$ cat src/rtl/npu_job_ctrl_if.sv
// Bundle of the job-descriptor handshake, NPU issue/write-back and data-memory ports.
// master = CPU/NPU/memory side, slave = npu_job_ctrl.
interface npu_job_ctrl_if;
  logic        job_valid;
  logic        job_ready;
  logic [31:0] job_a;
  logic [31:0] job_b;
  logic [31:0] job_c;

  logic        npu_en;
  logic [31:0] npu_get_data;
  logic        npu_pass_we;
  logic        npu_ack;
  logic [31:0] npu_modified_addr;
  logic [31:0] npu_modified_data;

  logic        cpu_mem_we;
  logic [31:0] cpu_mem_addr;
  logic [31:0] cpu_mem_wdata;
  logic        cpu_stall;

  logic        mem_we;
  logic [31:0] mem_addr;
  logic [31:0] mem_wdata;

  modport master (
    output job_valid, job_a, job_b, job_c,
    output npu_pass_we, npu_ack, npu_modified_addr, npu_modified_data,
    output cpu_mem_we, cpu_mem_addr, cpu_mem_wdata,
    input  job_ready, npu_en, npu_get_data, cpu_stall,
    input  mem_we, mem_addr, mem_wdata
  );

  modport slave (
    input  job_valid, job_a, job_b, job_c,
    input  npu_pass_we, npu_ack, npu_modified_addr, npu_modified_data,
    input  cpu_mem_we, cpu_mem_addr, cpu_mem_wdata,
    output job_ready, npu_en, npu_get_data, cpu_stall,
    output mem_we, mem_addr, mem_wdata
  );
endinterface

$ cat src/rtl/npu_job_ctrl.sv
// Job sequencer and data-memory write arbiter for the 3x3 systolic NPU.
// Define NPU_TIMEOUT_EN to add the RUN-state watchdog, ABORT state and err_timeout.
module npu_job_ctrl #(
  parameter int JOB_DEPTH = 4,
  parameter int MAT_ELEMS = 9
`ifdef NPU_TIMEOUT_EN
  , parameter int TIMEOUT = 64
`endif
) (
  input  logic        clk,
  input  logic        rst,
  npu_job_ctrl_if.slave bus,
  output logic        busy,
  output logic        done,
  output logic [7:0]  job_count,
  output logic        err_misaligned,
  output logic        err_count,
  output logic        err_timeout
);
  localparam int AW = $clog2(JOB_DEPTH);

  typedef enum logic [2:0] {
    IDLE, ISSUE0, ISSUE1, ISSUE2, RUN, DONE
`ifdef NPU_TIMEOUT_EN
    , ABORT
`endif
  } state_t;

  state_t state, next_state;

  logic [31:0] fifo_a [JOB_DEPTH];
  logic [31:0] fifo_b [JOB_DEPTH];
  logic [31:0] fifo_c [JOB_DEPTH];
  logic [AW:0] wr_ptr, rd_ptr;
  logic [AW-1:0] rd_idx;
  logic        empty, full, accept, misaligned, push, pop;
  logic [3:0]  wb_cnt;

  // Pointers carry one extra wrap bit so full and empty are distinguishable.
  assign empty         = (wr_ptr == rd_ptr);
  assign full          = (wr_ptr[AW] != rd_ptr[AW]) && (wr_ptr[AW-1:0] == rd_ptr[AW-1:0]);
  assign rd_idx        = rd_ptr[AW-1:0];
  assign bus.job_ready = !full;
  assign accept        = bus.job_valid && !full;
  assign misaligned    = |{bus.job_a[1:0], bus.job_b[1:0], bus.job_c[1:0]};
  assign push          = accept && !misaligned;
  assign busy          = (state != IDLE) || !empty;

  always_ff @(posedge clk) begin
    if (push) begin
      fifo_a[wr_ptr[AW-1:0]] <= bus.job_a;
      fifo_b[wr_ptr[AW-1:0]] <= bus.job_b;
      fifo_c[wr_ptr[AW-1:0]] <= bus.job_c;
    end
  end

  always_ff @(posedge clk) begin
    if (rst) state <= IDLE;
    else     state <= next_state;
  end

`ifdef NPU_TIMEOUT_EN
  localparam int TW = $clog2(TIMEOUT + 1);
  logic [TW-1:0] run_cnt;

  always_ff @(posedge clk) begin
    if (rst) begin
      run_cnt     <= '0;
      err_timeout <= 1'b0;
    end else begin
      run_cnt <= (state == RUN) ? run_cnt + TW'(1) : '0;
      if (state == ABORT) err_timeout <= 1'b1;
    end
  end
`else
  assign err_timeout = 1'b0;
`endif

  always_comb begin
    next_state       = state;
    bus.npu_en       = 1'b0;
    bus.npu_get_data = '0;
    done             = 1'b0;
    pop              = 1'b0;
    case (state)
      IDLE:   if (!empty) next_state = ISSUE0;
      ISSUE0: begin
        bus.npu_en       = 1'b1;
        bus.npu_get_data = fifo_a[rd_idx];
        next_state       = ISSUE1;
      end
      ISSUE1: begin
        bus.npu_en       = 1'b1;
        bus.npu_get_data = fifo_b[rd_idx];
        next_state       = ISSUE2;
      end
      ISSUE2: begin
        bus.npu_en       = 1'b1;
        bus.npu_get_data = fifo_c[rd_idx];
        next_state       = RUN;
      end
      RUN: begin
        bus.npu_en = 1'b1;
        if (bus.npu_ack) next_state = DONE;
`ifdef NPU_TIMEOUT_EN
        else if (run_cnt == TW'(TIMEOUT - 1)) next_state = ABORT;
`endif
      end
      // npu_en is low here so the NPU clears its internal counters between jobs.
      DONE: begin
        done       = 1'b1;
        pop        = 1'b1;
        next_state = IDLE;
      end
`ifdef NPU_TIMEOUT_EN
      ABORT: begin
        pop        = 1'b1;
        next_state = IDLE;
      end
`endif
      default: next_state = IDLE;
    endcase
  end

  always_ff @(posedge clk) begin
    if (rst) begin
      wr_ptr         <= '0;
      rd_ptr         <= '0;
      wb_cnt         <= '0;
      job_count      <= '0;
      err_misaligned <= 1'b0;
      err_count      <= 1'b0;
    end else begin
      if (push) wr_ptr <= wr_ptr + (AW+1)'(1);
      if (pop)  rd_ptr <= rd_ptr + (AW+1)'(1);
      if (accept && misaligned) err_misaligned <= 1'b1;
      if (state == RUN && bus.npu_pass_we) wb_cnt <= wb_cnt + 4'd1;
      if (done) begin
        job_count <= job_count + 8'd1;
        if (wb_cnt != 4'(MAT_ELEMS)) err_count <= 1'b1;
      end
      if (pop) wb_cnt <= '0;
    end
  end

  // The NPU write-back always wins the memory port, in any state.
  always_comb begin
    bus.mem_we    = bus.cpu_mem_we;
    bus.mem_addr  = bus.cpu_mem_addr;
    bus.mem_wdata = bus.cpu_mem_wdata;
    bus.cpu_stall = 1'b0;
    if (bus.npu_pass_we) begin
      bus.mem_we    = 1'b1;
      bus.mem_addr  = bus.npu_modified_addr;
      bus.mem_wdata = bus.npu_modified_data;
      bus.cpu_stall = bus.cpu_mem_we;
    end
  end
endmodule

$ cat src/flat_wrapper.sv
// flat-port wrapper written by rule: the top's interface ports become plain ports
module npu_job_ctrl_flat 
#(
  parameter int JOB_DEPTH = 4,
  parameter int MAT_ELEMS = 9

)
  (clk, rst, busy, done, job_count, err_misaligned, err_count, err_timeout, bus_job_valid, bus_job_a, bus_job_b, bus_job_c, bus_npu_pass_we, bus_npu_ack, bus_npu_modified_addr, bus_npu_modified_data, bus_cpu_mem_we, bus_cpu_mem_addr, bus_cpu_mem_wdata, bus_job_ready, bus_npu_en, bus_npu_get_data, bus_cpu_stall, bus_mem_we, bus_mem_addr, bus_mem_wdata);
  npu_job_ctrl_if bus_i ();
  input  logic clk;
  input  logic rst;
  output logic busy;
  output logic done;
  output logic [7:0] job_count;
  output logic err_misaligned;
  output logic err_count;
  output logic err_timeout;
  input wire logic [$bits(bus_i.job_valid)-1:0] bus_job_valid;
  input wire logic [$bits(bus_i.job_a)-1:0] bus_job_a;
  input wire logic [$bits(bus_i.job_b)-1:0] bus_job_b;
  input wire logic [$bits(bus_i.job_c)-1:0] bus_job_c;
  input wire logic [$bits(bus_i.npu_pass_we)-1:0] bus_npu_pass_we;
  input wire logic [$bits(bus_i.npu_ack)-1:0] bus_npu_ack;
  input wire logic [$bits(bus_i.npu_modified_addr)-1:0] bus_npu_modified_addr;
  input wire logic [$bits(bus_i.npu_modified_data)-1:0] bus_npu_modified_data;
  input wire logic [$bits(bus_i.cpu_mem_we)-1:0] bus_cpu_mem_we;
  input wire logic [$bits(bus_i.cpu_mem_addr)-1:0] bus_cpu_mem_addr;
  input wire logic [$bits(bus_i.cpu_mem_wdata)-1:0] bus_cpu_mem_wdata;
  output wire logic [$bits(bus_i.job_ready)-1:0] bus_job_ready;
  output wire logic [$bits(bus_i.npu_en)-1:0] bus_npu_en;
  output wire logic [$bits(bus_i.npu_get_data)-1:0] bus_npu_get_data;
  output wire logic [$bits(bus_i.cpu_stall)-1:0] bus_cpu_stall;
  output wire logic [$bits(bus_i.mem_we)-1:0] bus_mem_we;
  output wire logic [$bits(bus_i.mem_addr)-1:0] bus_mem_addr;
  output wire logic [$bits(bus_i.mem_wdata)-1:0] bus_mem_wdata;
  assign bus_i.job_valid = bus_job_valid;
  assign bus_i.job_a = bus_job_a;
  assign bus_i.job_b = bus_job_b;
  assign bus_i.job_c = bus_job_c;
  assign bus_i.npu_pass_we = bus_npu_pass_we;
  assign bus_i.npu_ack = bus_npu_ack;
  assign bus_i.npu_modified_addr = bus_npu_modified_addr;
  assign bus_i.npu_modified_data = bus_npu_modified_data;
  assign bus_i.cpu_mem_we = bus_cpu_mem_we;
  assign bus_i.cpu_mem_addr = bus_cpu_mem_addr;
  assign bus_i.cpu_mem_wdata = bus_cpu_mem_wdata;
  assign bus_job_ready = bus_i.job_ready;
  assign bus_npu_en = bus_i.npu_en;
  assign bus_npu_get_data = bus_i.npu_get_data;
  assign bus_cpu_stall = bus_i.cpu_stall;
  assign bus_mem_we = bus_i.mem_we;
  assign bus_mem_addr = bus_i.mem_addr;
  assign bus_mem_wdata = bus_i.mem_wdata;
  npu_job_ctrl #(.JOB_DEPTH(JOB_DEPTH), .MAT_ELEMS(MAT_ELEMS)) u_core (.clk(clk), .rst(rst), .bus(bus_i), .busy(busy), .done(done), .job_count(job_count), .err_misaligned(err_misaligned), .err_count(err_count), .err_timeout(err_timeout));
endmodule
$ cat config.mk
export PLATFORM = sky130hd
export DESIGN_NAME = npu_job_ctrl_flat
export DESIGN_NICKNAME = d
export VERILOG_FILES = /design/src/rtl/npu_job_ctrl_if.sv /design/src/rtl/npu_job_ctrl.sv /design/src/flat_wrapper.sv
export SDC_FILE = /design/constraint.sdc
export NUM_CORES = 1
export LEC_CHECK = 0
export CORE_UTILIZATION = 57
export CTS_BUF_LIST = sky130_fd_sc_hd__clkbuf_8
export CTS_CLUSTER_SIZE = 20
export DETAILED_ROUTE_END_ITERATION = 8
export PLACE_DENSITY = 0.88
export SLEW_MARGIN = 0
export SYNTH_ARGS = -nofsm -noshare
export SYNTH_HDL_FRONTEND = slang
export SYNTH_SLANG_ARGS = --single-unit
$ cat constraint.sdc
create_clock -name clk -period 6.9 [get_ports clk]
set_input_delay 1.035 -clock clk [delete_from_list [all_inputs] [get_ports clk]]
set_output_delay 1.035 -clock clk [all_outputs]
set_load 0.01 [all_outputs]
==> flow_summary.ini, run 1 <==
[yosys]
synth_top_area_share = 0.6926
yosys_warnings = 0
synthMostInstantiatedCell = edfxtp_1
ys.flop_type = edfxtp_1
synthesis.area_um2 = 16650
synthArstFlopShare = 0
yosysTopAreaCell = edfxtp_1
synth.top_cells.by_area = edfxtp_1 (69%), mux4_2 (8.7%), mux2_2 (8.6%), dfxtp_1 (3.0%), o31ai_1 (1.4%)
synth_nets = 1127
ys_ff_latch = 409
synth.top_cells.by_count = edfxtp_1 (384), mux2_2 (127), mux4_2 (64)
syn_inst = 889
yosysUniqueCellTypes = 42
syn-mean-instance-area_um2 = 18.73
yosysSeqAreaShare = 0.7227
synth_edf_count = 384

[routing]
drt_first_pass_iters = 7
num_vias = 9640
drt_iter0_drc = 851
drc = 0
drt_wl_total_um = 39080
via_per_inst = 5.724
ant_nets = 0
wl_per_cell_um = 23.21

[setup_path]
cp-end-kind = output pin
worstSetupPathType = reg -> out
path_delay_family = buffers and inverters
cp.arrival_ns = 4.23
slowest_delay_ns = 1.09
crit_fanout = 29
startpoint_type = flop
reg2reg_depth = 4
path_cells = buf_4 > nor3b_2 > buf_4 > nand2_1 > o31ai_1 > clkdlybuf4s50_1
timing.rr.end = u_core.fifo_b[0][12]
cp.required_ns = 5.86
reg2reg_from = u_core.wr_ptr[0]
critPathSlowestCell = nor3b_2
cp_common_cell = buf_4
critPathBufInv = 3
regToRegSetupSlack_ns = 3.94

[grt]
antenna_found_initial = 4
grt_max_degree = 77
overflow = 0
track_usage = 0.2649
grt_pass1_wl_um = 59690
grt_pass1_vias = 10271

[sta]
grt_setup_unrepaired = no
tns_ns = 0
fin_crit_sh = 0.7627
tightest_slew_ns = 1.270
post-route-min-period_ns = 5.263
fmax_mhz = 190.0
whs_ns = 0.4745
relSlewSlack = 0.1496
slew_violations = 0
clock_skew_ns = 0.02761
hold_viol = 0
setup_viol = 0

[die]
die_area_um2 = 29900
die_height_um = 172.9
die_w_um = 172.9
rows = 62
io_pins = 343
initial_core_util = 0.5800
coreArea_um2 = 28700

[clocking]
h-tree-depth = 2
cts_resized = 0
post_cts_buffers = 0
clk_pin_slew_worst_paths_ns = 0.07
clk_path_buf_depth = 3
clk_latency_ns = 0.59
cts_tree = yes
cts-root-buf = clkbuf_8
cts-hold-fix-buffers = 0
cts.sinks = 409
cts_buffers = 59

[status]
status = finished, final reports clean

[place]
place_inst = 1574
io_buffers = 341
gp_congestion = 0.8922
post-dp-hpwl_um = 25550

[worst_hold_path]
min_path_cells = 2
hold_start = u_core.err_count
hold_path_class = reg -> reg
holdPathEnd = u_core.err_count

[final_layout]
syn2layout_area_growth_pct = 29.10
fin_nets = 1489
final_cells = 1684
drive_above_1_share = 0.2288

[power]
power_density_nw_per_um2 = 248.2
ir_worst_vdd_v = 0.0002036
leakage_nw = 6.924

[job]
drv_cap = 0
## routing by layer
| layer | vias up | part of all wire | global-route usage | routed length (um) |
|---|---|---|---|---|
| met1 | 4830 | 0.40 | 0.3510 | 15770 |
| met2 | 445 | 0.50 | 0.4451 | 19570 |
| met3 | 68 | 0.077 | 0.05915 | 3005 |
| li1 | 4293 | - | - | - |
| met4 | 4 | 0.018 | 0.07412 | 713 |
| met5 | - | 0.00059 | 0 | 23 |
## stage by stage
stage                     power [W]    util  instance area (um2)  worst slack (ns)
after floorplan            0.003122       -                16650             2.374
after CTS                  0.005353  0.7486                21490             1.629
after global placement     0.003584  0.7105                20390             2.476
final                      0.005335  0.7488                21490             1.637
after detailed placement   0.003604  0.7105                20390             2.279
after global routing       0.005506  0.7486                21490             1.476
## cells by family (layout without fill, tap and decap cells)
family | count (synthesis) | after routing | synth area share
AO/OA/AOI/OAI | 75 | 75 | 0.03111
XOR/XNOR | 16 | 16 | 0.008418
adder cells (fa/ha/maj) | 8 | 8 | 0.006013
buffers and inverters | 55 | 464 | 0.01631
flip-flops | 409 | 409 | 0.7227
multiplexers | 194 | 194 | 0.1743
other | 1 | 3 | 0.0002252
AND/OR/NAND/NOR | 131 | 131 | 0.04096
## report_power, final
part,internal (W),total [W],switching [W]
Combinational,0.000425,0.000818,0.000393
Clock,0.000897,0.00177,0.000877
Sequential,0.00272,0.00274,0.0000255
## state kept, by name, indices dropped and copies added, names as in the netlist, named ones only
register / flops
u_core.state: 3
u_core.err_count: 1
u_core.fifo_a: 128
u_core.rd_ptr: 3
u_core.fifo_c: 128
u_core.wr_ptr: 3
u_core.fifo_b: 128
u_core.wb_cnt: 4
u_core.job_count: 8
u_core.err_misaligned: 1
## tightest hold or removal path, delay by kind of cell (launching register included)
family	cells	cell delay, ns
AOI/OAI and AO/OA	1	0.04
DFF	1	0.33
and+or+nand+nor	1	0.07
## how the worst max path moves through the flow
stage / start / to / slack, ns / depth (start not counted)
CTS: u_core.state[1] / bus_npu_get_data[1] / 1.63 / 6
global placement: u_core.state[1] / bus_npu_get_data[1] / 2.48 / 6
detailed placement: u_core.state[1] / bus_npu_get_data[1] / 2.28 / 6
floorplan: bus_job_c[1] / u_core.fifo_a[3][0] / 2.37 / 3
global route: u_core.state[1] / bus_npu_get_data[1] / 1.48 / 6
finish: u_core.state[1] / bus_npu_get_data[1] / 1.64 / 6
## placed cells by master, fill, tap and decap left out, drive strengths merged, types with 2 or more instances in the layout
cell	synthesis	layout
edfxtp	384	384
clkdlybuf4s50	0	340
mux2	127	127
mux4	64	64
clkbuf	27	61
nand2	40	40
o31ai	32	32
nor2b	31	31
o22ai	30	30
clkinv	0	26
dfxtp	25	25
inv	5	23
nor2	22	22
buf	23	11
xnor2	9	9
ha	8	8
xor2	7	7
nand3	5	5
o21ai	5	5
nand4	5	5
a21oi	5	5
and2	5	5
nor3	4	4
nand3b	3	3
mux2i	3	3
nand2b	3	3
or3	3	3
diode	0	2
or2	2	2
or3b	2	2
and3	2	2
bufinv	0	2
## final cells by class
class | count | area, um2
clock buffer | 61 | 839.6
timing repair buffer | 351 | 3496
sequential | 409 | 12040
tap | 384 | 480.5
multi-input combinational | 425 | 4362
antenna | 2 | 5.005
fill | 1669 | 7209
inverter | 5 | 18.77
clock inverter | 47 | 254.0
No activity file was read; power rests on OpenSTA's default activity.
==> inputs of run 2 (changes only) <==
--- a/config.mk
+++ b/config.mk
@@ -5,11 +5,11 @@
 export SDC_FILE = /design/constraint.sdc
 export NUM_CORES = 1
 export LEC_CHECK = 0
-export CORE_UTILIZATION = 57
+export CORE_UTILIZATION = 48
 export CTS_BUF_LIST = sky130_fd_sc_hd__clkbuf_8
 export CTS_CLUSTER_SIZE = 20
 export DETAILED_ROUTE_END_ITERATION = 8
-export PLACE_DENSITY = 0.88
+export PLACE_DENSITY = 0.79
 export SLEW_MARGIN = 0
 export SYNTH_ARGS = -nofsm -noshare
 export SYNTH_HDL_FRONTEND = slang
==> constraint.sdc (replaced) <==
create_clock -name clk -period 4.7 [get_ports clk]
set_input_delay 0.705 -clock clk [delete_from_list [all_inputs] [get_ports clk]]
set_output_delay 0.705 -clock clk [all_outputs]
set_load 0.01 [all_outputs]
==> flow_summary.ini, run 2 (synthesized netlist as in run 1, its figures left out) <==
[clocking]
post_cts_buffers = 0
clk_pin_slew_worst_paths_ns = 0.06
cts_tree = yes
cts_resized = 0
cts-hold-fix-buffers = 0
cts-root-buf = clkbuf_8
cts_buffers = 61
h-tree-depth = 2
clk_path_buf_depth = 3
clk_latency_ns = 0.59
cts.sinks = 409

[status]
status = finished, final reports clean

[setup_path]
cp.required_ns = 3.99
reg2reg_depth = 4
startpoint_type = flop
regToRegSetupSlack_ns = 2.29
crit_fanout = 19
critPathSlowestCell = clkdlybuf4s50_1
crit_cells = 5
critPathBufInv = 2
timing.rr.end = u_core.fifo_a[0][12]
cp-end-kind = output pin
slowest_delay_ns = 0.66
reg2reg_from = u_core.wr_ptr[0]
crit_start = u_core.state[1]
cp.arrival_ns = 3.18
worstSetupPathType = reg -> out
path_delay_family = buffers and inverters
path_cells = or2_2 > buf_4 > o22ai_1 > o31ai_1 > clkdlybuf4s50_1
endpoint = bus_npu_get_data[26]

[die]
coreArea_um2 = 33870
rows = 67
die_height_um = 188.2
die_area_um2 = 35430
io_pins = 343
initial_core_util = 0.4916
die_w_um = 188.2

[grt]
grt_util_met1 = 0.3241
grt_pass1_wl_um = 58600
grt.busiest_layer = met2
use_met2 = 0.3453
grt_pass1_vias = 9692
use_met3 = 0.04340
antenna_found_initial = 4
overflow = 0
grt_max_degree = 65
track_usage = 0.2215

[power]
leakage_nw = 6.973
p_comb_frac = 0.164
clkPwrFrac = 0.313
sw_frac_of_total = 0.2429
pwr-share-seq = 0.523
power_density_nw_per_um2 = 355.4
ir_worst_vdd_v = 0.0002818
internal-power_w = 0.005819
p_sw_w = 0.001867

[sta]
hold_viol = 0
grt_setup_unrepaired = no
clock_skew_ns = 0.01936
fmax_mhz = 257.6
slew_violations = 0
relSlewSlack = 0.3355
setup_viol = 0
whs_ns = 0.4843
post-route-min-period_ns = 3.882
tns_ns = 0
fin_crit_sh = 0.8260
tightest_slew_ns = 0.9967

[routing]
drc = 0
via_per_inst = 5.447
drt_first_pass_iters = 4
num_vias = 9527
drt_wl_total_um = 39870
drt_iter0_drc = 731
wl_per_cell_um = 22.79
ant_nets = 0

[final_layout]
syn2layout_area_growth_pct = 29.88
final_cells = 1749
fin_nets = 1507
final_core_util = 0.6385
final_common_cell = edfxtp_1
final_cell_mix = edfxtp_1 (384), clkdlybuf4s50_1 (340), mux2_2 (127), mux4_2 (64), clkbuf_8 (61)
drive_above_1_share = 0.2323

[place]
io_buffers = 341
place_inst = 1654
post-dp-hpwl_um = 26650
gp_congestion = 0.7697

[worst_hold_path]
hold_path_class = reg -> reg

[job]
drv_cap = 0
[run 2: changes by cell type in the layout (fill, tap and decap cells not counted), sizes merged]
cell and delta:
clkinvlp +1, clkinv -20, inv +7, bufinv -2
buf +16, diode -1
[run 2: tightest hold or removal path: cells and delay by family (launching register included)]
family,cells,cell delay (ns)
AND/OR/NAND/NOR,1,0.07
flip-flops,1,0.33
AO/OA/AOI/OAI,1,0.04
[run 2: power by group through the flow]
stage / Clock [W] / Combinational [W] / Sequential (W)
3_3_place_gp: 0 / 0.00125 / 0.00410
3_5_place_dp: 0 / 0.00126 / 0.00410
5_1_grt: 0.00261 / 0.00133 / 0.00402
2_1_floorplan: 0 / 0.000512 / 0.00407
6_report: 0.00241 / 0.00126 / 0.00402
4_1_cts: 0.00247 / 0.00127 / 0.00402
[run 2: worst min path at each step]
stage / start / to / slack (ns) / depth (start not counted)
after floorplan: u_core.wb_cnt[3] / u_core.wb_cnt[3] / 0.48 / 2
after global placement: u_core.err_count / u_core.err_count / 0.45 / 2
after detailed placement: u_core.err_count / u_core.err_count / 0.46 / 2
after CTS: u_core.err_count / u_core.err_count / 0.49 / 2
after global routing: u_core.job_count[1] / u_core.job_count[1] / 0.53 / 2
final: u_core.err_count / u_core.err_count / 0.48 / 2
[run 2: cell type report]
type	count	area [um2]
diodes	1	2.502
clock buffers	61	839.6
clock inverters	33	133.9
fillers	2461	12240
inverters	5	18.77
multi-input cells	425	4362
flip-flops and latches	409	12040
well taps	448	560.5
repair buffers	367	3666
[run 2: metal layers]
metal	part of all wire	wire, um
met5	0.00088	35
met1	0.45	18030
met2	0.48	18960
met3	0.059	2353
met4	0.012	488
[run 2: stage by stage]
step	area (um2)	power [W]	setup WS (ns)
final	21620	0.007685	0.8176
after global routing	21620	0.007961	0.6480
after CTS	21620	0.007759	0.7512
after detailed placement	20650	0.005360	1.155
after global placement	20650	0.005347	1.230
after floorplan	16650	0.004583	0.5039
